### config.mk
export PLATFORM = sky130hd
export DESIGN_NAME = periph_addr_dec_req_tracked
export DESIGN_NICKNAME = d
export VERILOG_FILES = /design/src/rtl/periph_addr_dec_req_tracked.sv
export SDC_FILE = /design/constraint.sdc
export NUM_CORES = 1
export LEC_CHECK = 0
export BUFFER_PORTS_ARGS = -buffer_cell sky130_fd_sc_hd__buf_4
export CAP_MARGIN = 0
export CORE_UTILIZATION = 42
export DETAILED_ROUTE_END_ITERATION = 12
export GPL_TIMING_DRIVEN = 0
export PLACE_DENSITY_LB_ADDON = 0.2
export REMOVE_ABC_BUFFERS = 1
export SLEW_MARGIN = 20
export SYNTH_ARGS = -nofsm -noshare
export SYNTH_HDL_FRONTEND = slang
export SYNTH_SLANG_ARGS = --single-unit
### constraint.sdc
create_clock -name clk -period 6.2 [get_ports clk]
set_input_delay 1.24 -clock clk [delete_from_list [all_inputs] [get_ports clk]]
set_output_delay 1.24 -clock clk [all_outputs]
set_load 0.01 [all_outputs]
### src/rtl/periph_addr_dec_req_tracked.sv
// Per-master request address decoder with outstanding-transaction tracking.
// Steers one master request to a single target port and returns that port's grant.
// A new target is only accepted once every earlier transaction has been answered,
// so responses come back to the master in issue order.
// Unmapped addresses go either to the default port or to an internal error
// responder that answers exactly one cycle after the handshake.
module periph_addr_dec_req_tracked #(
    parameter int unsigned ID_WIDTH           = 17,
    parameter int unsigned ID                 = 1,
    parameter int unsigned N_SLAVE            = 16,
    parameter int unsigned LOG_CLUSTER        = 5,
    parameter int unsigned ADDR_WIDTH         = 32,
    parameter int unsigned PE_ROUTING_LSB     = 16,
    parameter int unsigned PE_ROUTING_MSB     = 19,
    parameter bit          CLUSTER_ALIAS      = 1'b0,
    parameter logic [11:0] CLUSTER_ALIAS_BASE = 12'h000,
    parameter int unsigned MAX_OUTSTANDING    = 4,
    parameter bit          ERR_SLAVE_EN       = 1'b0
) (
    input  logic                   clk,
    input  logic                   rst_n,
    input  logic [LOG_CLUSTER-1:0] CLUSTER_ID,
    input  logic                   data_req_i,
    input  logic [ADDR_WIDTH-1:0]  data_add_i,
    output logic                   data_gnt_o,
    output logic [N_SLAVE-1:0]     data_req_o,
    input  logic [N_SLAVE-1:0]     data_gnt_i,
    output logic [ID_WIDTH-1:0]    data_ID_o,
    input  logic                   data_r_valid_i,
    output logic                   err_r_valid_o,
    output logic                   err_o
);

    localparam int unsigned CNT_W = $clog2(MAX_OUTSTANDING + 1);
    localparam int unsigned TGT_W = $clog2(N_SLAVE + 1);
    localparam int unsigned IDX_W = PE_ROUTING_MSB - PE_ROUTING_LSB + 1;

    localparam logic [TGT_W-1:0] TGT_DEF = TGT_W'(N_SLAVE - 1);
    localparam logic [TGT_W-1:0] TGT_ERR = TGT_W'(N_SLAVE);
    localparam logic [CNT_W-1:0] CNT_MAX = CNT_W'(MAX_OUTSTANDING);

    logic [CNT_W-1:0]   r_cnt;
    logic [TGT_W-1:0]   r_last_tgt;
    logic               r_err_pend;

    logic [11:0]        w_win;
    logic [11:0]        w_pe_base;
    logic [11:0]        w_alias_base;
    logic               w_hit;
    logic [IDX_W-1:0]   w_idx;
    logic [TGT_W-1:0]   w_tgt;
    logic               w_is_err;
    logic               w_allow;
    logic [N_SLAVE-1:0] w_onehot;
    logic               w_hs;
    logic               w_dec;
    logic               w_dec_eff;
    logic               w_unused_addr;

    assign w_win         = data_add_i[31:20];
    assign w_pe_base     = 12'h102 + 12'({CLUSTER_ID, 2'b00});
    assign w_alias_base  = CLUSTER_ALIAS_BASE + 12'h002;
    assign w_hit         = (w_win == w_pe_base) || (CLUSTER_ALIAS && (w_win == w_alias_base));
    assign w_idx         = data_add_i[PE_ROUTING_MSB:PE_ROUTING_LSB];
    assign w_unused_addr = ^data_add_i;

    // Target selection: in-window index clamped to the default port, misses to default or ERR.
    always_comb begin
        w_tgt = TGT_DEF;
        if (w_hit) begin
            if (32'(w_idx) < 32'(N_SLAVE - 1)) begin
                w_tgt = TGT_W'(w_idx);
            end
        end else if (ERR_SLAVE_EN) begin
            w_tgt = TGT_ERR;
        end
    end

    assign w_is_err = (w_tgt == TGT_ERR);
    assign w_allow  = (r_cnt == '0) || ((w_tgt == r_last_tgt) && (r_cnt < CNT_MAX));
    assign w_onehot = N_SLAVE'(1) << w_tgt;

    // Request/grant steering; a blocked request sees neither request nor grant (stall).
    always_comb begin
        data_req_o = '0;
        data_gnt_o = 1'b0;
        if (w_allow) begin
            if (w_is_err) begin
                data_gnt_o = data_req_i;
            end else begin
                data_req_o = data_req_i ? w_onehot : '0;
                data_gnt_o = |(data_gnt_i & w_onehot);
            end
        end
    end

    assign w_hs      = data_req_i & data_gnt_o;
    assign w_dec     = data_r_valid_i | r_err_pend;
    // A response with nothing outstanding is stray and must not underflow the counter.
    assign w_dec_eff = w_dec && (r_cnt != '0);

    // Outstanding counter, last target and one-cycle error response state.
    always_ff @(posedge clk or negedge rst_n) begin
        if (!rst_n) begin
            r_cnt      <= '0;
            r_last_tgt <= '0;
            r_err_pend <= 1'b0;
        end else begin
            if (w_hs) begin
                r_last_tgt <= w_tgt;
            end
            r_err_pend <= w_hs && w_is_err;
            if (w_hs && !w_dec_eff) begin
                r_cnt <= r_cnt + CNT_W'(1);
            end else if (!w_hs && w_dec_eff) begin
                r_cnt <= r_cnt - CNT_W'(1);
            end
        end
    end

    assign err_r_valid_o = r_err_pend;
    assign err_o         = r_err_pend;
    assign data_ID_o     = ID_WIDTH'(ID);

    // Flag responses that arrive with no transaction outstanding.
    a_no_stray_rsp: assert property (@(posedge clk) disable iff (!rst_n) !(w_dec && (r_cnt == '0)))
        else $warning("response with no outstanding transaction ignored");

endmodule

==> reports/qor.csv <==
stage,metric,value,unit
outcome,outcome,"complete, no violations",
placement,buffer_ports.inserted,57,
worst_setup_path,slack_of_the_worst_reg_to_reg_path,2890,ps
clock_tree,cts.root.buffer_cell,sky130_fd_sc_hd__clkbuf_4,
worst_setup_path,cp_slowest_stage_delay,650,ps
worst_setup_path,critPathMostFrequentCell,sky130_fd_sc_hd__buf_4,
timing,report.final.setup_viol,0,
final_layout,final_net_count,255,
worst_setup_path,reg2reg_to,r_cnt[2]$_DFFE_PN0P_,
clock_tree,cts_max_path_buffers,2,
worst_setup_path,arrival_time_of_data_at_the_critical_path_endpoint,3980,ps
clock_tree,cts_made_buffers,3,
drt,avgViaCountPerCell,5.38,
timing,timing.final.crit_period,5220,ps
synthesis,netlist_instances,145,
synthesis,synth_ff_type,sky130_fd_sc_hd__dfrtp_1,
final_layout,antenna-diode-count,0,
drt,totalWireLength,2930,µm
timing,final_hold_viol_count,0,
synthesis,yosys.cell_count.top_type,sky130_fd_sc_hd__buf_4,
synthesis,syn-cell-area,1150,µm²
clock_tree,cts_tree,done,
drt,remaining_drc_errors,0,
clock_tree,post_cts_hold_buffer_count,0,
final_layout,filler_cell_count,232,
synthesis,post_synth_and_or_nand_nor_area_fraction,31.1,%
timing,timing.max_slew.rel_slack,46.4,%
placement,hpwl,2320,µm
synthesis,number_of_storage_elements_in_the_synthesis_netlist,7,
global_routing,wire_length_of_the_first_global_routing_pass,4260,µm
global_routing,grt_max_degree,21,
final_layout,post_route_cells_drive_above_1_share,37.4,%
clock_tree,clk_pin_slew_worst_paths,50,ps
placement,globalplace.congestion,0.741,
synthesis,syn_avg_cell_area,7.96,µm²
floorplanning,starting_utilization_of_the_core_area,45.3,%
min_path,min_delay_path_depth,1,
worst_setup_path,worstRegToRegCells,13,
timing,hold_ws,552,ps
synthesis,yosysTopAreaCellShare,15.2,%
synthesis,synth_largest_area_cell,sky130_fd_sc_hd__dfrtp_1,
drt,antenna_left,0,
synthesis,synth-warning-count,0,
synthesis,post_synth_num_cell_types,48,
drt,route.vias.total,1211,
timing,final.setup.tns,0,ps
power_and_ir_drop,worst_ir_drop_vdd,132,µV
worst_setup_path,worst_path_max_delay_cell,sky130_fd_sc_hd__nor3_2,
power_and_ir_drop,total_leakage_power,0.680,nW
drt,drtPass1Iterations,4,
global_routing,groute.usage.overall,19.5,%
synthesis,synth_enable_flop_cells,0,
job,max_cap_viol_count,0,
synthesis,synth_compound_area_share,15.6,%
min_path,min-delay-path-class,flip-flop to flip-flop,
min_path,holdCritStartpoint,r_cnt[2]$_DFFE_PN0P_,
synthesis,synth_area_in_adders,2.82,%
synthesis,synth.cells.most_frequent,"19 x sky130_fd_sc_hd__buf_4, 13 x sky130_fd_sc_hd__nor3_1, 8 x sky130_fd_sc_hd__nor2_1",
synthesis,synth_top_cells_by_area,"sky130_fd_sc_hd__dfrtp_1 15%, sky130_fd_sc_hd__buf_4 12%, sky130_fd_sc_hd__nor3_1 5.6%",
global_routing,vias_in_the_first_global_route,1009,
worst_setup_path,setup.worst_path.end_class,output pin,
synthesis,synth_async_sr_flop_share,100,%
floorplanning,floorplan.die_area,2960,µm²
worst_setup_path,r2r-start,r_last_tgt[0]$_DFFE_PN0P_,
global_routing,globalRoute.totalOverflow,0,
timing,worst_pin_slew,800,ps
timing,fmaxAchievable,0.191,GHz
timing,slew_viol_final,0,
synthesis,synthXorXnorAreaFrac,6.83,%
global_routing,number_of_antenna_violations_at_the_first_check_in_global_routing,0,
worst_setup_path,worst-setup-path-type,input pin to output pin,
floorplanning,placeableCoreArea,2540,µm²
floorplanning,floorplan.io_pins,93,
clock_tree,htree_num_levels,1,
min_path,hold-path-endpoint,r_cnt[2]$_DFFE_PN0P_,
clock_tree,post_cts_resized,0,
floorplanning,floorplan.die.height,54.4,µm
synthesis,sequential_to_total_area_share_from_yosys_stat,15.2,%
power_and_ir_drop,power.total,0.235,mW
timing,skew,2.33,ps
clock_tree,clkLatencyLatePin,250,ps
worst_setup_path,cp_data_required_time,4960,ps
timing,post-route-period-util,84.2,%
clock_tree,cts_num_sinks,7,
worst_setup_path,startpoint_type,input pin,
floorplanning,num_rows,18,
power_and_ir_drop,power_per_cell_area,155,nW/µm²
worst_setup_path,cp_cell_sequence,buf_4 -> nor4b_2 -> nand3_1 -> nor3_2 -> mux2i_1 -> a22oi_4 -> o211ai_2 -> nor4b_1 -> buf_4,
synthesis,synth_top_family_by_area,simple AND/OR/NAND/NOR gates,
final_layout,syn2layout_area_growth,31.9,%
drt,detail_route.wl_per_cell,13.0,µm
synthesis,post_synth_mux_area_share,10.2,%
floorplanning,fp.dieW,54.4,µm
timing,grt_setup_unrepaired,no,
drt,drt_iter0_drc,19,
clock_tree,cts.repair_timing.setup_buffer_count,0,
worst_setup_path,crit_path_max_fanout,15,
==> worst max-delay path by stage <==
| stage | start | endpoint | depth (start not counted) |
|---|---|---|---|
| after detailed placement | data_add_i[31] | data_req_o[0] | 9 |
| after global routing | data_add_i[31] | data_req_o[0] | 9 |
| after CTS | data_add_i[31] | data_req_o[0] | 9 |
| final | data_add_i[31] | data_req_o[0] | 9 |
| after floorplan | data_add_i[31] | data_req_o[0] | 7 |
| after global placement | data_add_i[31] | data_req_o[0] | 9 |
==> registers in the layout, summed over array words and instances (netlist names) <==
signal and count:
r_last_tgt 4, r_cnt 3
==> critical path: cells and delay by family <==
family / cells / cell delay [ps]
AND/OR/NAND/NOR: 4 / 1580
AO/OA/AOI/OAI: 2 / 600
buffers and inverters: 2 / 290
multiplexers: 1 / 250
==> final cells by class <==
| class | count | area [µm²] | area share [%] |
|---|---|---|---|
| multi-input combinational | 123 | 840 | 55.2 |
| timing repair buffer | 57 | 428 | 28.1 |
| sequential | 7 | 175 | 11.5 |
| tap | 30 | 37.5 | 2.47 |
| clock buffer | 4 | 26.3 | 1.73 |
| inverter | 4 | 15.0 | 0.987 |
==> where the power goes <==
group / switching [mW] / total, mW / leakage (nW) / internal [mW]
Sequential: 0.0154 / 0.0733 / 0.0702 / 0.0579
Clock: 0.0162 / 0.0408 / 0.0150 / 0.0245
Combinational: 0.0599 / 0.121 / 0.595 / 0.0614
==> stage by stage <==
step,utilization (%),setup slack [ps],std cells,area [µm²]
detailed placement,58.8,976,221,1500
finish,59.8,978,225,1520
CTS,59.8,961,225,1520
floorplan,-,1500,134,1030
global route,59.8,727,225,1520
global placement,58.8,1060,221,1500
==> per-layer routing <==
layer  part of all wire (%)  wire (µm)  GRT usage, %  vias to the layer above
li1                       -          -             -                      595
met1                     40       1180          24.0                      555
met2                     52       1530          36.4                       61
met3                    7.7        225          1.67                        0
met4                      0          0          3.85                        0
met5                      0          0             0                        -
==> cell families after synthesis <==
logic type,after synthesis
simple gates,62
buf+inv,32
compound gates,21
mux,10
xor+xnor,9
flops,7
fa+ha+maj,2
other cells,2
==> cells in the final DEF, fill, tap and decap left out, types with 6 or more instances in the layout <==
master                      n
sky130_fd_sc_hd__buf_4     57
sky130_fd_sc_hd__conb_1    19
sky130_fd_sc_hd__nor3_1    13
sky130_fd_sc_hd__nor2_1     8
sky130_fd_sc_hd__nand2_1    7
sky130_fd_sc_hd__nand2b_1   7
sky130_fd_sc_hd__nor4_1     7
sky130_fd_sc_hd__dfrtp_1    7
sky130_fd_sc_hd__xnor2_1    6
(Power assumes the default switching activity.)
